--- src/rtl/issue_dispatcher.sv ---
// In-order issue stage: fetch queue, operand resolution (RF/ROB/result buses), one issue per cycle.
// Optional macro ISSUE_CDB_FWD_EN enables result-bus forwarding; without it cdb_* inputs are ignored.
module issue_dispatcher #(
  parameter int XLEN      = 32,
  parameter int TAG_W     = 5,
  parameter int CDB_PORTS = 2,
  parameter int IQ_DEPTH  = 4
) (
  input  logic                      clk_i,
  input  logic                      rst_i,
  input  logic                      rdy_i,
  input  logic                      flush_i,
  input  logic                      if_valid_i,
  input  logic [31:0]               if_inst_i,
  input  logic [XLEN-1:0]           if_pc_i,
  input  logic                      if_jump_i,
  output logic                      if_ready_o,
  output logic [31:0]               dec_inst_o,
  input  logic [4:0]                dec_rd_i,
  input  logic [4:0]                dec_rs1_i,
  input  logic [4:0]                dec_rs2_i,
  input  logic [6:0]                dec_op_i,
  input  logic [XLEN-1:0]           dec_imm_i,
  input  logic                      dec_is_jump_i,
  input  logic                      dec_is_ls_i,
  output logic [4:0]                rf_rs1_o,
  output logic [4:0]                rf_rs2_o,
  input  logic [TAG_W-1:0]          rf_Qi_i,
  input  logic [TAG_W-1:0]          rf_Qj_i,
  input  logic [XLEN-1:0]           rf_Vi_i,
  input  logic [XLEN-1:0]           rf_Vj_i,
  output logic [TAG_W-1:0]          rob_chk_i_o,
  output logic [TAG_W-1:0]          rob_chk_j_o,
  input  logic                      rob_rdy_i_i,
  input  logic                      rob_rdy_j_i,
  input  logic [XLEN-1:0]           rob_val_i_i,
  input  logic [XLEN-1:0]           rob_val_j_i,
  input  logic                      rob_full_i,
  input  logic                      rs_full_i,
  input  logic                      lsb_full_i,
  input  logic [TAG_W-1:0]          rob_free_tag_i,
  input  logic [CDB_PORTS-1:0]      cdb_valid_i,
  input  logic [CDB_PORTS*TAG_W-1:0] cdb_tag_i,
  input  logic [CDB_PORTS*XLEN-1:0] cdb_data_i,
  output logic                      rob_issue_o,
  output logic                      rs_issue_o,
  output logic                      lsb_issue_o,
  output logic [XLEN-1:0]           iss_pc_o,
  output logic [XLEN-1:0]           iss_imm_o,
  output logic [6:0]                iss_op_o,
  output logic [4:0]                iss_rd_o,
  output logic [TAG_W-1:0]          iss_tag_o,
  output logic [TAG_W-1:0]          iss_Qi_o,
  output logic [TAG_W-1:0]          iss_Qj_o,
  output logic [XLEN-1:0]           iss_Vi_o,
  output logic [XLEN-1:0]           iss_Vj_o,
  output logic                      iss_pred_o,
  output logic                      iss_is_jump_o,
  output logic                      rf_ren_valid_o,
  output logic [4:0]                rf_ren_rd_o,
  output logic [TAG_W-1:0]          rf_ren_tag_o
);

  localparam int PW = $clog2(IQ_DEPTH);
  localparam int CW = PW + 1;

  logic [31:0]       inst_q [IQ_DEPTH];
  logic [XLEN-1:0]   pc_q   [IQ_DEPTH];
  logic [IQ_DEPTH-1:0] jump_q;
  logic [PW-1:0]     head_q, tail_q;
  logic [CW-1:0]     count_q;

  logic              rob_issue_q, rs_issue_q, lsb_issue_q;
  logic [XLEN-1:0]   iss_pc_q, iss_imm_q, iss_vi_q, iss_vj_q;
  logic [6:0]        iss_op_q;
  logic [4:0]        iss_rd_q, ren_rd_q;
  logic [TAG_W-1:0]  iss_tag_q, iss_qi_q, iss_qj_q, ren_tag_q;
  logic              iss_pred_q, iss_is_jump_q, ren_valid_q;

  logic              push, fire;
  logic [TAG_W-1:0]  qi_d, qj_d;
  logic [XLEN-1:0]   vi_d, vj_d;

  assign if_ready_o  = (count_q < CW'(IQ_DEPTH));
  assign dec_inst_o  = inst_q[head_q];
  assign rf_rs1_o    = dec_rs1_i;
  assign rf_rs2_o    = dec_rs2_i;
  assign rob_chk_i_o = rf_Qi_i;
  assign rob_chk_j_o = rf_Qj_j_sel();

  function automatic logic [TAG_W-1:0] rf_Qj_j_sel();
    return rf_Qj_i;
  endfunction

  assign push = if_valid_i && if_ready_o && rdy_i && !flush_i;
  assign fire = (count_q != '0) && !rob_full_i && !rs_full_i && !lsb_full_i && rdy_i && !flush_i;

  // Returns {Q, V}. A zero RF tag means the RF value is already valid, so ROB/bus lookups are skipped.
  function automatic logic [TAG_W+XLEN-1:0] resolve(
    input logic [TAG_W-1:0]           q,
    input logic [XLEN-1:0]            v,
    input logic                       rob_rdy,
    input logic [XLEN-1:0]            rob_val,
    input logic [CDB_PORTS-1:0]       cv,
    input logic [CDB_PORTS*TAG_W-1:0] ct,
    input logic [CDB_PORTS*XLEN-1:0]  cd
  );
    logic [TAG_W-1:0] rq;
    logic [XLEN-1:0]  rv;
    logic             hit;
    rq  = q;
    rv  = v;
    hit = 1'b0;
    if (q != '0 && rob_rdy) begin
      rq = '0;
      rv = rob_val;
    end
`ifdef ISSUE_CDB_FWD_EN
    for (int k = 0; k < CDB_PORTS; k++) begin
      if (!hit && q != '0 && cv[k] && ct[k*TAG_W +: TAG_W] == q) begin
        hit = 1'b1;
        rq  = '0;
        rv  = cd[k*XLEN +: XLEN];
      end
    end
`else
    hit = ^{hit, cv, ct, cd};
`endif
    return {rq, rv};
  endfunction

  always_comb begin
    {qi_d, vi_d} = resolve(rf_Qi_i, rf_Vi_i, rob_rdy_i_i, rob_val_i_i,
                           cdb_valid_i, cdb_tag_i, cdb_data_i);
    {qj_d, vj_d} = resolve(rf_Qj_i, rf_Vj_i, rob_rdy_j_i, rob_val_j_i,
                           cdb_valid_i, cdb_tag_i, cdb_data_i);
  end

  always_ff @(posedge clk_i) begin
    if (rst_i || flush_i) begin
      for (int i = 0; i < IQ_DEPTH; i++) begin
        inst_q[i] <= '0;
        pc_q[i]   <= '0;
      end
      jump_q        <= '0;
      head_q        <= '0;
      tail_q        <= '0;
      count_q       <= '0;
      rob_issue_q   <= 1'b0;
      rs_issue_q    <= 1'b0;
      lsb_issue_q   <= 1'b0;
      iss_pc_q      <= '0;
      iss_imm_q     <= '0;
      iss_op_q      <= '0;
      iss_rd_q      <= '0;
      iss_tag_q     <= '0;
      iss_qi_q      <= '0;
      iss_qj_q      <= '0;
      iss_vi_q      <= '0;
      iss_vj_q      <= '0;
      iss_pred_q    <= 1'b0;
      iss_is_jump_q <= 1'b0;
      ren_valid_q   <= 1'b0;
      ren_rd_q      <= '0;
      ren_tag_q     <= '0;
    end else if (rdy_i) begin
      if (push) begin
        inst_q[tail_q] <= if_inst_i;
        pc_q[tail_q]   <= if_pc_i;
        jump_q[tail_q] <= if_jump_i;
        tail_q         <= tail_q + PW'(1);
      end
      if (fire) head_q <= head_q + PW'(1);
      case ({push, fire})
        2'b10:   count_q <= count_q + CW'(1);
        2'b01:   count_q <= count_q - CW'(1);
        default: count_q <= count_q;
      endcase
      rob_issue_q <= fire;
      rs_issue_q  <= fire && !dec_is_ls_i;
      lsb_issue_q <= fire && dec_is_ls_i;
      ren_valid_q <= fire && (dec_rd_i != 5'd0);
      if (fire) begin
        iss_pc_q      <= pc_q[head_q];
        iss_imm_q     <= dec_imm_i;
        iss_op_q      <= dec_op_i;
        iss_rd_q      <= dec_rd_i;
        iss_tag_q     <= rob_free_tag_i;
        iss_qi_q      <= qi_d;
        iss_qj_q      <= qj_d;
        iss_vi_q      <= vi_d;
        iss_vj_q      <= vj_d;
        iss_pred_q    <= jump_q[head_q];
        iss_is_jump_q <= dec_is_jump_i;
        ren_rd_q      <= dec_rd_i;
        ren_tag_q     <= rob_free_tag_i;
      end
    end
  end

  assign rob_issue_o    = rob_issue_q;
  assign rs_issue_o     = rs_issue_q;
  assign lsb_issue_o    = lsb_issue_q;
  assign iss_pc_o       = iss_pc_q;
  assign iss_imm_o      = iss_imm_q;
  assign iss_op_o       = iss_op_q;
  assign iss_rd_o       = iss_rd_q;
  assign iss_tag_o      = iss_tag_q;
  assign iss_Qi_o       = iss_qi_q;
  assign iss_Qj_o       = iss_qj_q;
  assign iss_Vi_o       = iss_vi_q;
  assign iss_Vj_o       = iss_vj_q;
  assign iss_pred_o     = iss_pred_q;
  assign iss_is_jump_o  = iss_is_jump_q;
  assign rf_ren_valid_o = ren_valid_q;
  assign rf_ren_rd_o    = ren_rd_q;
  assign rf_ren_tag_o   = ren_tag_q;

endmodule
--- config.mk ---
export PLATFORM = sky130hd
export DESIGN_NAME = issue_dispatcher
export DESIGN_NICKNAME = d
export VERILOG_FILES = /design/src/rtl/issue_dispatcher.sv
export SDC_FILE = /design/constraint.sdc
export NUM_CORES = 1
export LEC_CHECK = 0
export CAP_MARGIN = 20
export CORE_AREA = 5 5 220 222
export DETAILED_ROUTE_END_ITERATION = 8
export DIE_AREA = 0 0 225 227
export PLACE_DENSITY = 0.7
export SYNTH_ARGS = -nofsm -noshare
export SYNTH_HDL_FRONTEND = slang
export SYNTH_SLANG_ARGS = --single-unit
--- constraint.sdc ---
create_clock -name clk_i -period 9.4 [get_ports clk_i]
set_input_delay 1.88 -clock clk_i [delete_from_list [all_inputs] [get_ports clk_i]]
set_output_delay 1.88 -clock clk_i [all_outputs]
set_load 0.05 [all_outputs]
**Word-level counts from Yosys, hierarchy flattened**

Memory sizes are Yosys's and may differ from the RTL's. A register that Yosys moved wholly into a read port is not among the register bits.
Index checks and enable logic that the tools add are counted.

- $add $sub $neg: 4
- Multipliers: 0
- Div/mod/pow operators: 0
- Order comparisons: 4
- Eq/ne operators: 2
- Shift operators: 0
- Muxes and demuxes: 24
- Bitwise gates (word level): 0
- Reductions and logical operators: 30

Operator list:

| kind | number |
|---|---|
| $mux W32 | 4 |
| $reduce_or A32 Y1 | 2 |
| $reduce_bool A5 Y1 | 3 |
| $logic_and A1 B1 Y1 | 14 |
| $mux W1 | 10 |
| $mux W5 | 2 |
| $mux W2 | 4 |
| $lt A2 B3 Y1 const B | 2 |
| $pmux W3 S2 | 1 |
| $reduce_and A2 Y1 | 3 |
| $logic_not A1 Y1 | 5 |
| $add A2 B1 Y2 const B | 2 |
| $bwmux W4 | 1 |
| $add A3 B1 Y3 const B | 1 |
| $lt A3 B3 Y1 const B | 1 |
| $reduce_bool A3 Y1 | 1 |
| $sub A3 B1 Y3 const B | 1 |
| $bmux W1 S2 | 1 |
| $demux W1 S2 | 1 |
| $eq A2 B1 Y1 const B | 1 |
| $eq A2 B2 Y1 const B | 1 |
| $ge A2 B1 Y1 const B | 1 |
| $reduce_bool A2 Y1 | 1 |
| $logic_or A1 B1 Y1 | 1 |

- Register bits: 140
- Bits in latches: 0
- Bits in writable memories: 256
- Bits in read-only memories: 0
- Output and inout port bits: 224
- Memories kept: 2

Memory list:

| name | words | bits a word | rd ports | clocked after memory_dff | write ports | line | text |
|---|---|---|---|---|---|---|---|
| inst_q | 4 | 32 | 1 | 1 | 4 | 67 | `logic [31:0] inst_q [IQ_DEPTH];` |
| pc_q | 4 | 32 | 1 | 1 | 4 | 68 | `logic [XLEN-1:0] pc_q [IQ_DEPTH];` |

**Depth between registers and ports, before layout**

Gate-level depths: netlist of run 1.

- Word-level depth: 10
- Mapped depth: 12
- Gate-level depth less buffers: 10

**Worst setup path before layout of run 1**

OpenSTA, ideal clock, no wires.

- Path type: input -> register
- Start: input port flush_i
- End: memory inst_q[3][0] (enable)
- Library setup time: 0.581 ns
- Arrival time: 7.013 ns
- Data required time: 8.819 ns
- Setup slack: 1.807 ns
- Stages on the path: 3
- Buffers on the path: 0
- Cells stage by stage: and4bb_2 > inv_2 > o31ai_1

RTL lines:

| element | line | text |
|---|---|---|
| start: declaration | 12 | `input logic flush_i,` |
| end: declaration | 67 |  |

**Final worst setup path of run 1**

- Start: input port rf_Qi_i[4]
- End: output port rob_chk_i_o[4]

RTL lines:

| element | line | text |
|---|---|---|
| start: declaration | 28 | `input logic [TAG_W-1:0] rf_Qi_i,` |
| end: declaration | 32 | `output logic [TAG_W-1:0] rob_chk_i_o,` |

No word-level cell between the ends.

==> results of run 1 <==
[per-layer routing]
metal  up-vias  share of wire, %
li1       6090                 -
met1      6377                38
met2       546                48
met3       119                10
met4        16               4.0
met5         -              0.20
[final timing paths]
kind	end	cells past startpoint
setup / recovery	rob_chk_i_o[4]	2
hold reg to reg	iss_Qj_o[3]$_SDFFE_PP0P_	2
hold / removal	iss_Qj_o[3]$_SDFFE_PP0P_	2
setup reg to reg	inst_q[2][28]$_SDFFCE_PN0P_	6
[cells in the final DEF (no fill, tap or decap), drive strengths merged, types with 6 or more instances in the layout]
master / n
a21oi: 231
nand2b: 6
clkbuf: 53
clkdlybuf4s50: 477
edfxtp: 256
o21ai: 67
and2: 257
buf: 21
inv: 9
nand2: 250
nor2: 13
nand3b: 10
dfxtp: 174
diode: 10
clkinv: 25
mux4: 65
[state kept, by name, indices dropped and copies added (netlist names), named ones only]
register and count:
jump_q 4, tail_q 2, rob_issue_o 1, iss_op_o 7, iss_is_jump_o 1, iss_imm_o 32
iss_Vi_o 32, lsb_issue_o 1, inst_q 128, rf_ren_rd_o 5, iss_Qi_o 5, rf_ren_valid_o 1
count_q 3, rs_issue_o 1, iss_Qj_o 5, pc_q 128, rf_ren_tag_o 5, iss_pred_o 1
iss_Vj_o 32, iss_pc_o 32, head_q 2
[area by class of cell]
class                           count  share of cell area [%]
Timing Repair Buffer              498                    20.2
Antenna cell                       10                   0.102
Tap cell                          607                    3.09
Clock inverter                     33                    1.28
Clock buffer                       53                    4.92
Multi-Input combinational cell    934                    24.7
Sequential cell                   430                    45.5
Inverter                            9                   0.148
[stage by stage]
step	worst slack, ns	area, sq um	power, W	util, %
after detailed placement	3.60	23000	0.00240	49.8
after floorplan	1.81	18000	0.00223	-
after global routing	4.01	24600	0.00434	53.2
final	4.04	24600	0.00419	53.2
after global placement	3.66	23000	0.00240	49.7
after CTS	3.98	24500	0.00425	53.1
[cells by family after synthesis]
family                   Yosys count
AND/OR/NAND/NOR                  554
flip-flops                       430
AO/OA/AOI/OAI                    305
buffers and inverters            147
multiplexers                      65
adder cells (fa/ha/maj)            6
XOR/XNOR                           4
[report_power, final]
group	internal, W	total [W]	switching [W]
Sequential	0.00205	0.00206	0.0000132
Clock	0.00106	0.00183	0.000764
Combinational	0.000149	0.000299	0.000150
Total	0.00326	0.00419	0.000927
[worst min-delay path, stage by stage, from the launching register on]
cell     delay (ns)
dfxtp_1        0.31
nand2_1        0.05
a21oi_1        0.05
==> impl_summary.md, run 1 <==
Outcome
The flow ran to the end, and the final reports show no timing, DRC or antenna violations.

Floorplanning
The die covers 51100 sq um. The standard cell core area is 46200 sq um. The top-level I/O count is 574. Measured along the y axis, the die boundary spans 227 um. The number of placement rows is 79. The die outline width is 225 um. Once the floorplan was initialized, standard cells occupied 39.0% of the core.

GRT
The number of antenna violations at the first check in global routing came to 21. After global routing the overflow that remains totals 0. Global routing consumed, on the met1 layer, 26.2% of the routing resources. The total global-route track usage is 21.9%. The most used routing layer in global routing is met2.

The largest net degree at the start of global routing is 99. The wire length of the first global-routing pass is 84500 um. Global routing used 35.5% of the available met2 tracks. The met3 routing resource usage after global routing is under 10%. The via count of the first global-routing pass came to 13100.

CTS
Buffers added to address setup during post-CTS repair amount to 0. The H-tree level count is 2. Gates resized during post-CTS repair numbered 0. The number of buffers inserted by hold repair at cts is 0.

The clock tree buffer depth is 3. The clock slew at the register clock pins of the worst setup and hold paths is ~0.060 ns. The TritonCTS clock tree is yes. Clock tree synthesis selected as its root buffer the cell clkbuf_16. The clock drives 430 sinks. The clock reaches the later pin of the worst-skew pair after around 0.57 ns. The CTS buffer count is 47.

Critical path
The critical path endpoint category is a primary output. The maximum single-stage delay on the critical path is 0.89 ns. The critical path data required time is 7.52 ns. The setup path with the least slack is of type in2out.

The critical path goes through clkdlybuf4s50_1 > clkdlybuf4s50_1. The start of the worst register-to-register path is count_q[2]$_SDFFE_PP0P_. The setup check on the worst reg-to-reg path leaves a slack of 5.94 ns.

In this design, the critical path's most frequently occurring cell is clkdlybuf4s50_1. The buffers plus inverters on the worst setup path is 2. STA puts the critical path data arrival time at roughly 3.5 ns. On the critical path the largest part of the delay comes from buffers and inverters.

The nature of the critical path startpoint is a primary input. The most critical setup path has its startpoint at rf_Qi_i[4]. The master of the slowest instance on the critical path is clkdlybuf4s50_1. The biggest fanout along the worst timing path is 3.

Yosys
The area share of xor/xnor cells in the synthesized design is 0.195%. The area share of fa/ha/maj cells after synthesis is 0.459%. The main combinational cell family by area after synthesis is simple AND/OR/NAND/NOR gates. Sorting the synthesized cells by how often they occur yields and2_1, edfxtp_1, nand2_1. The synthesized net count is roughly 1900. Summing every instance area after synthesis gives 18000 sq um. For this run, the number of Yosys warnings is 0.

The synthesized netlist devotes 15.9% of its cell area to simple gates. The flip-flop cell with the highest count after synthesis is edfxtp_1. Synthesis produced ~1500 cells. The mean instance size in the synthesized netlist is about 12 sq um. edfxtp_1 takes more of the synthesized area than any other cell. The sequential cell area fraction in the yosys report is 62.1%.

The async set or reset register ratio after synthesis is 0%. By area the synthesized netlist is led by edfxtp_1, dfxtp_1, and2_1. The netlist uses 37 different library cells. The fraction of synthesized cell area taken by the top area cell type is 42.7%.

The share of cell area taken by muxes after synthesis is 8.14%. By instance count, the leading cell after synthesis is and2_1. The synthesized netlist devotes between 8 and 9% of its cell area to compound gates. The number of storage elements in the synthesis netlist is between 400 and 500.

In this run, synthesis inferred 256 flip-flops with an integrated enable.

Placement
The HPWL after detailed placement is 39000 um. The count of buffers inserted at the top-level ports is between 400 and 500. Once placement completed, the tool counted placed cells totaling 2477. The weighted congestion at the end of routability-driven global placement is 0.920.

STA
The post-route setup TNS is 0 ns. The count of endpoints failing setup in the final report is 0. Across the routed clock network, the largest skew measured is 0.0138 ns. Setup repair after global routing left no endpoint under its margin. Derived from the worst setup path, the maximum achievable clock frequency is 187 MHz. The number of hold violations in the final report is 0. The count of pins over their slew limit is 0. In this run the tightest slew margin relative to its limit is around 29%. The actual transition at the worst max-transition pin is 1.07 ns. The post-route minimum period is roughly 5.4 ns. The worst hold slack after final layout is 0.453 ns. The period utilization is 57.0%.

Finish
The fraction of final layout cells sized beyond drive strength 1 is 9.35%. The final net count is 2276. Summing all multi-input logic gate instances after layout gives 6070 sq um.

The area of all sequential standard cells is 11200 sq um. After filler insertion, the fill cell instance count of the layout stands at 3999. The area growth from synthesis to layout is 36.6%.

Excluding fillers, the count of instances in the completed layout stands at approximately 2600.

Worst hold path
In this run the most critical hold path is launched from iss_Qj_o[3]$_SDFFE_PP0P_. The classification of the worst-slack hold path is reg2reg.

Routing
The wire length after detailed routing is 58700 um. After detailed routing, the number of vias per cell comes to about 5. The routed layout has 13100 vias. The count of nets left with antenna violations after detail routing is 0.

In this run, the number of DRC markers left after iteration 0 of detailed routing was 980. After detailed routing, the number of remaining DRC violations is 0. Before antenna repair, the detailed router went through 5 iterations.

The detail-routed net length per standard cell is 22.8 um.

Pwr
The leakage component of the power is 8.77 nW. The worst ir drop on vdd is 0.137 mV. The power per unit of standard cell area is 171 nW/um^2.

Job
Max-cap violations in this run came to 0.
Note: power is estimated with default switching activity, not from simulation.
==> inputs of run 2 (changes only) <==
--- a/config.mk
+++ b/config.mk
@@ -9,7 +9,7 @@
 export CORE_AREA = 5 5 220 222
 export DETAILED_ROUTE_END_ITERATION = 8
 export DIE_AREA = 0 0 225 227
-export PLACE_DENSITY = 0.7
+export PLACE_DENSITY = 0.73
 export SYNTH_ARGS = -nofsm -noshare
 export SYNTH_HDL_FRONTEND = slang
 export SYNTH_SLANG_ARGS = --single-unit
==> constraint.sdc (replaced) <==
create_clock -name clk_i -period 4.9 [get_ports clk_i]
set_input_delay 0.98 -clock clk_i [delete_from_list [all_inputs] [get_ports clk_i]]
set_output_delay 0.98 -clock clk_i [all_outputs]
set_load 0.05 [all_outputs]
==> run 2 against run 1 <==
Flip-flop and latch count did not move. Cell area rose by 0.20%. Clock power rose by 92%. Sequential power rose by 92%. Worst setup slack got worse by 3.1 ns. Die area did not move. Clock skew rose by 0.0031 ns.
==> impl_summary.md, run 2 (synthesized netlist as in run 1, its figures left out) <==
GRT
The via count of the first global-routing pass came to 13300 (was 13100). The wire length of the first global-routing pass is 84000 um (was 84500 um). The total congestion overflow after global routing was 0 (unchanged). The largest net degree at the start of global routing is 163 (was 99). The total global-route track usage is 21.7% (was 21.9%). The number of antenna violations at the first check in global routing was 8 (was 21).

Routing
The detail-routed net length per standard cell is 22.7 um (was 22.8 um). The via count came to 13100 (about the same). The starting DRC count in detailed routing is 1005 (was 980). The number of iterations in the first detailed-routing pass came to 6 (was 5).

The wire length after detailed routing is 58300 um (was 58700 um). The count of nets left with antenna violations after detail routing came to 0 (unchanged). The vias per cell came to 5.10 (was 5.11). The number of design rule violations left after detail routing is 0 (unchanged).

CTS
The total clock sinks is 430 (unchanged). The CTS buffer count is 47 (unchanged). The H-tree level count came to 2 (unchanged). The clock latency reported for the late side of the worst-skew pair came to 0.58 ns (was 0.57 ns).

The TritonCTS clock tree is yes (unchanged). The setup fix buffers added after clock tree synthesis is 0 (unchanged). The post-cts gate resize count is 0 (unchanged). The number of buffers inserted by hold repair at cts is 0 (unchanged).

The clock tree buffer depth was 3 (unchanged). The clock slew at the register clock pins of the worst setup and hold paths is 0.06 ns (about the same). The root buffer selected by CTS is clkbuf_16 (unchanged).

Finish
The final net count is 2279 (was 2276). The fraction of final layout cells sized beyond drive strength 1 is 9.19% (was 9.35%). Top library cells by usage in the layout, fill and taps aside: clkdlybuf4s50_1, and2_1, edfxtp_1 (unchanged). The relative area change from synthesis to final layout is 36.8% (was 36.6%). The leading cell type in the layout, fill and taps excluded is clkdlybuf4s50_1 (unchanged). Largest registers in the final layout: inst_q x128, pc_q x128 (unchanged).

Critical path
The critical path data required time is 3.92 ns (was 7.52 ns). The kind of critical path is reg2out (was in2out). The data arrival time of the worst path was 2.98 ns (was 3.48 ns).

The biggest fanout along the worst timing path was 18 (was 3). The critical path endpoint category is a primary output (unchanged). The nature of the critical path startpoint is a flip-flop (was primary input).

Pwr
The worst ir drop on vdd is 0.299 mV (was 0.137 mV). The leakage component of the power is 8.79 nW (was 8.77 nW). The power per unit of standard cell area was 327 nW/um^2 (was 171 nW/um^2).

STA
The count of pins over their slew limit is 0 (unchanged). The setup skew after layout is 0.0169 ns (was 0.0138 ns). The worst path in the final design needs a cycle of 3.96 ns, including I/O delays and setup. The count of endpoints failing setup in the final report came to 0 (unchanged).

The number of hold violations in the final report came to 0 (unchanged). The worst-case headroom to the max-slew limit was 30.5% (was 29.0%). The post-layout worst setup margin came to 0.942 ns (was 4.04 ns).

The post-route setup TNS came to 0 ns (unchanged). RSZ-0062 raised after global routing: false (unchanged). The maximum operating frequency is ~250 MHz. The actual transition at the worst max-transition pin came to 1.04 ns (was 1.07 ns).

After layout, the worst path uses 80.8% of the clock period.

Floorplanning
The area of the die is 51100 sq um (unchanged). The standard cell core area is 46200 sq um (unchanged). The number of placement rows is 79 (unchanged).

The floorplan die height was 227 um (unchanged). The initial cell density of the core is 39.0% (unchanged). The top-level I/O count is 574 (unchanged).

The die outline width came to 225 um (unchanged).

Placement
The count of buffers inserted at the top-level ports was 477 (unchanged). The weighted congestion at the end of routability-driven global placement is 0.964 (was 0.920). The post-placement setup slack is 1.08 ns (was 3.60 ns).

The half-perimeter wire length after placement is 39300 um (was 39000 um).

Job
The total of max-cap violations is 0 (unchanged).

Worst hold path
The classification of the worst-slack hold path is reg2reg (unchanged).

Outcome
Result of the run: completed (unchanged).
-- run 2: power breakdown --
group          internal (W)  switching, W
logic              0.000291      0.000291
clock network       0.00208       0.00144
registers           0.00393     0.0000259
total               0.00629       0.00175
-- run 2: path summary, 6_finish.rpt --
| check | cells after the start | endpoint | slack (ns) | from |
|---|---|---|---|---|
| hold reg to reg | 2 | jump_q[2]$_SDFFE_PP0P_ | 0.45 | jump_q[2]$_SDFFE_PP0P_ |
| setup reg to reg | 5 | inst_q[0][30]$_SDFFCE_PN0P_ | 2.48 | count_q[2]$_SDFFE_PP0P_ |
| hold / removal | 2 | jump_q[2]$_SDFFE_PP0P_ | 0.45 | jump_q[2]$_SDFFE_PP0P_ |
| setup / recovery | 3 | dec_inst_o[21] | 0.94 | flip-flop |
-- run 2: critical path: stages (launching register included) --
cell and delay, ns:
dfxtp_1 0.99, buf_4 0.33, mux4_2 0.36, clkdlybuf4s50_1 0.73
-- run 2: layer usage --
metal  wire, um  part of all wire [%]  GRT usage (%)  vias to the layer above
li1           -                     -              -                     6090
met1      22300                    38           26.2                     6361
met2      27500                    47           34.6                      553
met3       6040                    10           8.42                      118
met4       2500                   4.3           9.70                        4
met5         18                 0.031              0                        -
-- run 2: final cells by class --
cell class / count / area [sq um]
repair buffers: 501 / 5030
inverters: 9 / 36.3
multi-input cells: 934 / 6070
clock buffers: 60 / 1300
well taps: 607 / 759
fillers: 3911 / 21500
flip-flops and latches: 430 / 11200
clock inverters: 24 / 225
diodes: 7 / 17.5
-- run 2: through the flow --
stage	cells	hold slack, ns	cell area [sq um]	power (W)	utilization (%)
5_1_grt	2571	0.470	24600	0.00830	53.3
2_1_floorplan	1511	0.433	18000	0.00428	-
4_1_cts	2565	0.454	24600	0.00813	53.3
6_report	2572	0.452	24600	0.00805	53.3
3_5_place_dp	2481	0.445	23100	0.00462	50.0
3_3_place_gp	2481	0.442	23100	0.00460	50.0
==> inputs of run 3 (changes only) <==
--- a/config.mk
+++ b/config.mk
@@ -9,7 +9,7 @@
 export CORE_AREA = 5 5 220 222
 export DETAILED_ROUTE_END_ITERATION = 8
 export DIE_AREA = 0 0 225 227
-export PLACE_DENSITY = 0.73
+export PLACE_DENSITY = 0.7
 export SYNTH_ARGS = -nofsm -noshare
 export SYNTH_HDL_FRONTEND = slang
 export SYNTH_SLANG_ARGS = --single-unit
==> constraint.sdc (replaced) <==
create_clock -name clk_i -period 4 [get_ports clk_i]
set_input_delay 0.8 -clock clk_i [delete_from_list [all_inputs] [get_ports clk_i]]
set_output_delay 0.8 -clock clk_i [all_outputs]
set_load 0.05 [all_outputs]
==> run 3 against run 2 <==
First-iteration DRC count is 11% lower. Wire length is 2.6% lower. Die area is the same. Largest cell class unchanged. Critical path type unchanged. Non-clock buffer count rose by 5.
==> impl_summary.md, run 3 (synthesized netlist as in run 1, its figures left out) <==
Outcome
Result of the run: completed (unchanged).

STA
Derived from the worst setup path, the maximum achievable clock frequency is 296 MHz. The actual transition at the worst max-transition pin is 0.978 ns (was 1.04 ns). The count of endpoints failing setup in the final report came to 0 (unchanged). The final critical path takes up 84.4% of the cycle. The post-route minimum period is 3.38 ns. RSZ-0062 raised after global routing: false (unchanged). The worst hold slack after final layout was 0.452 ns (about the same). The number of hold violations in the final report was 0 (unchanged). The worst-case headroom to the max-slew limit came to 34.8% (was 30.5%). The count of pins over their slew limit is 0 (unchanged). The setup skew after layout is 0.0194 ns (was 0.0169 ns).

The post-route setup TNS is 0 ns (unchanged).

CTS
The TritonCTS clock tree was yes (unchanged). The clock latency reported for the late side of the worst-skew pair is 0.58 ns (about the same). The CTS buffer count is 47 (unchanged). The post-cts gate resize count came to 0 (unchanged).

The clock slew at the register clock pins of the worst setup and hold paths is 0.06 ns (about the same). The number of buffers inserted by hold repair at cts came to 0 (unchanged). The setup fix buffers added after clock tree synthesis is 0 (unchanged). The root buffer selected by CTS is clkbuf_16 (unchanged).

The clock tree buffer depth was 3 (unchanged). The total clock sinks is 430 (unchanged). The H-tree level count was 2 (unchanged).

Routing
The vias per cell is 5.08 (was 5.10). The detail-routed net length per standard cell is 22.0 um (was 22.7 um). The count of nets left with antenna violations after detail routing is 0 (unchanged).

The number of iterations in the first detailed-routing pass is 5 (was 6). The via count is 13100 (about the same). The number of design rule violations left after detail routing is 0 (unchanged). The starting DRC count in detailed routing is 896 (was 1005). The wire length after detailed routing is 56800 um (was 58300 um).

Critical path
The maximum single-stage delay on the critical path is 0.74 ns (was 0.99 ns). The critical path endpoint category was a primary output (unchanged). The master of the slowest instance on the critical path is clkdlybuf4s50_1 (was dfxtp_1).

The minimum setup slack among reg-to-reg paths is 1.71 ns (was 2.48 ns). The number of gates on the worst path with buffers counted is 3 (unchanged). The nature of the critical path startpoint is a flip-flop (unchanged). The start of the worst register-to-register path was count_q[2]$_SDFFE_PP0P_ (unchanged).

The kind of cell with the highest combined delay on the critical path is buffers and inverters (unchanged). The buffers plus inverters on the worst setup path was 2 (unchanged). The kind of critical path is reg2out (unchanged). The worst setup path endpoint is dec_inst_o[26] (was dec_inst_o[21]). The worst reg2reg path depth is 5 (unchanged). The data arrival time of the worst path is 2.58 ns (was 2.98 ns). Cell breakdown of the critical path: buf_4 > mux4_2 > clkdlybuf4s50_1 (unchanged).

The reg-to-reg endpoint is inst_q[0][3]$_SDFFCE_PN0P_ (was inst_q[0][30]$_SDFFCE_PN0P_). The critical path data required time came to 3.20 ns (was 3.92 ns). The biggest fanout along the worst timing path is 16 (was 18).

Placement
The count of buffers inserted at the top-level ports is 477 (unchanged). The instance area after placement is 23200 sq um (was 23100 sq um). The half-perimeter wire length after placement is 38400 um (was 39300 um). The weighted congestion at the end of routability-driven global placement is 0.937 (was 0.964).

GRT
The largest net degree at the start of global routing is 163 (unchanged). The total global-route track usage is 21.2% (was 21.7%). The number of antenna violations at the first check in global routing is 14 (was 8). The total congestion overflow after global routing is 0 (unchanged).

The wire length of the first global-routing pass is 82900 um (was 84000 um). The via count of the first global-routing pass is 13100 (was 13300).

Floorplanning
The number of placement rows is 79 (unchanged). The initial cell density of the core is 39.0% (unchanged). The standard cell core area is 46200 sq um (unchanged).

The floorplan die height is 227 um (unchanged). The area of the die is 51100 sq um (unchanged). The top-level I/O count is 574 (unchanged). The die outline width came to 225 um (unchanged).

Pwr
The power per unit of standard cell area is 395 nW/um^2 (was 327 nW/um^2). The leakage component of the power is 8.82 nW (was 8.79 nW). The worst ir drop on vdd is 0.345 mV (was 0.299 mV). The final total power is 0.00975 W (was 0.00805 W).

Finish
The leading cell type in the layout, fill and taps excluded is clkdlybuf4s50_1 (unchanged). The final design instance area without fill is 24700 sq um (was 24600 sq um). The final net count is 2284 (was 2279).

The fraction of final layout cells sized beyond drive strength 1 is 9.26% (was 9.19%). The area of all sequential standard cells is 11200 sq um (about the same). Top library cells by usage in the layout, fill and taps aside: clkdlybuf4s50_1, and2_1, edfxtp_1 (unchanged). The fraction of the core area covered by cells at the end of the flow was 53.5% (was 53.3%). The count of fill cells added during filler insertion is 3993 (was 3911). The relative area change from synthesis to final layout is 37.3% (was 36.8%).

The area of the multi-input gates is 6070 sq um (unchanged). Largest registers in the final layout: inst_q x128, pc_q x128 (unchanged).

Worst hold path
The classification of the worst-slack hold path was reg2reg (unchanged). The origin of the worst min-delay path is iss_imm_o[24]$_SDFFE_PP0P_ (was jump_q[2]$_SDFFE_PP0P_).

Job
The total of max-cap violations is 0 (unchanged).
-- run 3: final cells by class --
cell class	count	area share (%)
diodes	10	0.101
clock buffers	70	5.40
flip-flops and latches	430	45.3
multi-input cells	934	24.6
inverters	9	0.157
clock inverters	17	0.603
well taps	607	3.08
repair buffers	506	20.8
-- run 3: routing by layer --
metal | global-route usage, % | wire length, um | up-vias
met5 | 0 | 41 | -
met4 | 6.72 | 1890 | 6
met3 | 7.71 | 5650 | 104
met2 | 35.6 | 27700 | 503
met1 | 25.8 | 21600 | 6398
li1 | - | - | 6118
-- run 3: worst min-delay path by stage --
stage                                      end  slack (ns)  cells after the start
floorplan               jump_q[2]$_SDFFE_PP0P_        0.43                      2
global placement      iss_Qi_o[2]$_SDFFE_PP0P_        0.44                      2
detailed placement   iss_pc_o[16]$_SDFFE_PP0P_        0.45                      2
CTS                  iss_pc_o[16]$_SDFFE_PP0P_        0.45                      2
global route         iss_pc_o[10]$_SDFFE_PP0P_        0.47                      2
finish              iss_imm_o[24]$_SDFFE_PP0P_        0.45                      2
-- run 3: report_power, final --
part	switching, W	leakage [nW]	total, W	internal (W)
Sequential	0.0000307	4.25	0.00484	0.00481
Clock	0.00175	0.723	0.00419	0.00244
Combinational	0.000353	3.84	0.000719	0.000365
Total	0.00213	8.82	0.00975	0.00762
-- run 3: stage by stage --
step           instances  worst slack [ns]
2_1_floorplan       1511             0.443
3_3_place_gp        2485             0.552
3_5_place_dp        2486             0.521
4_1_cts             2573             0.580
5_1_grt             2579             0.547
6_report            2583             0.625
-- run 3: worst register-to-register path, cell delays in order, from the launching register on --
cell      delay (ns)
dfxtp_1         0.34
and4bb_2        0.49
nand2b_1        0.25
nor3_4          0.19
buf_4           0.62
and2_1          0.27
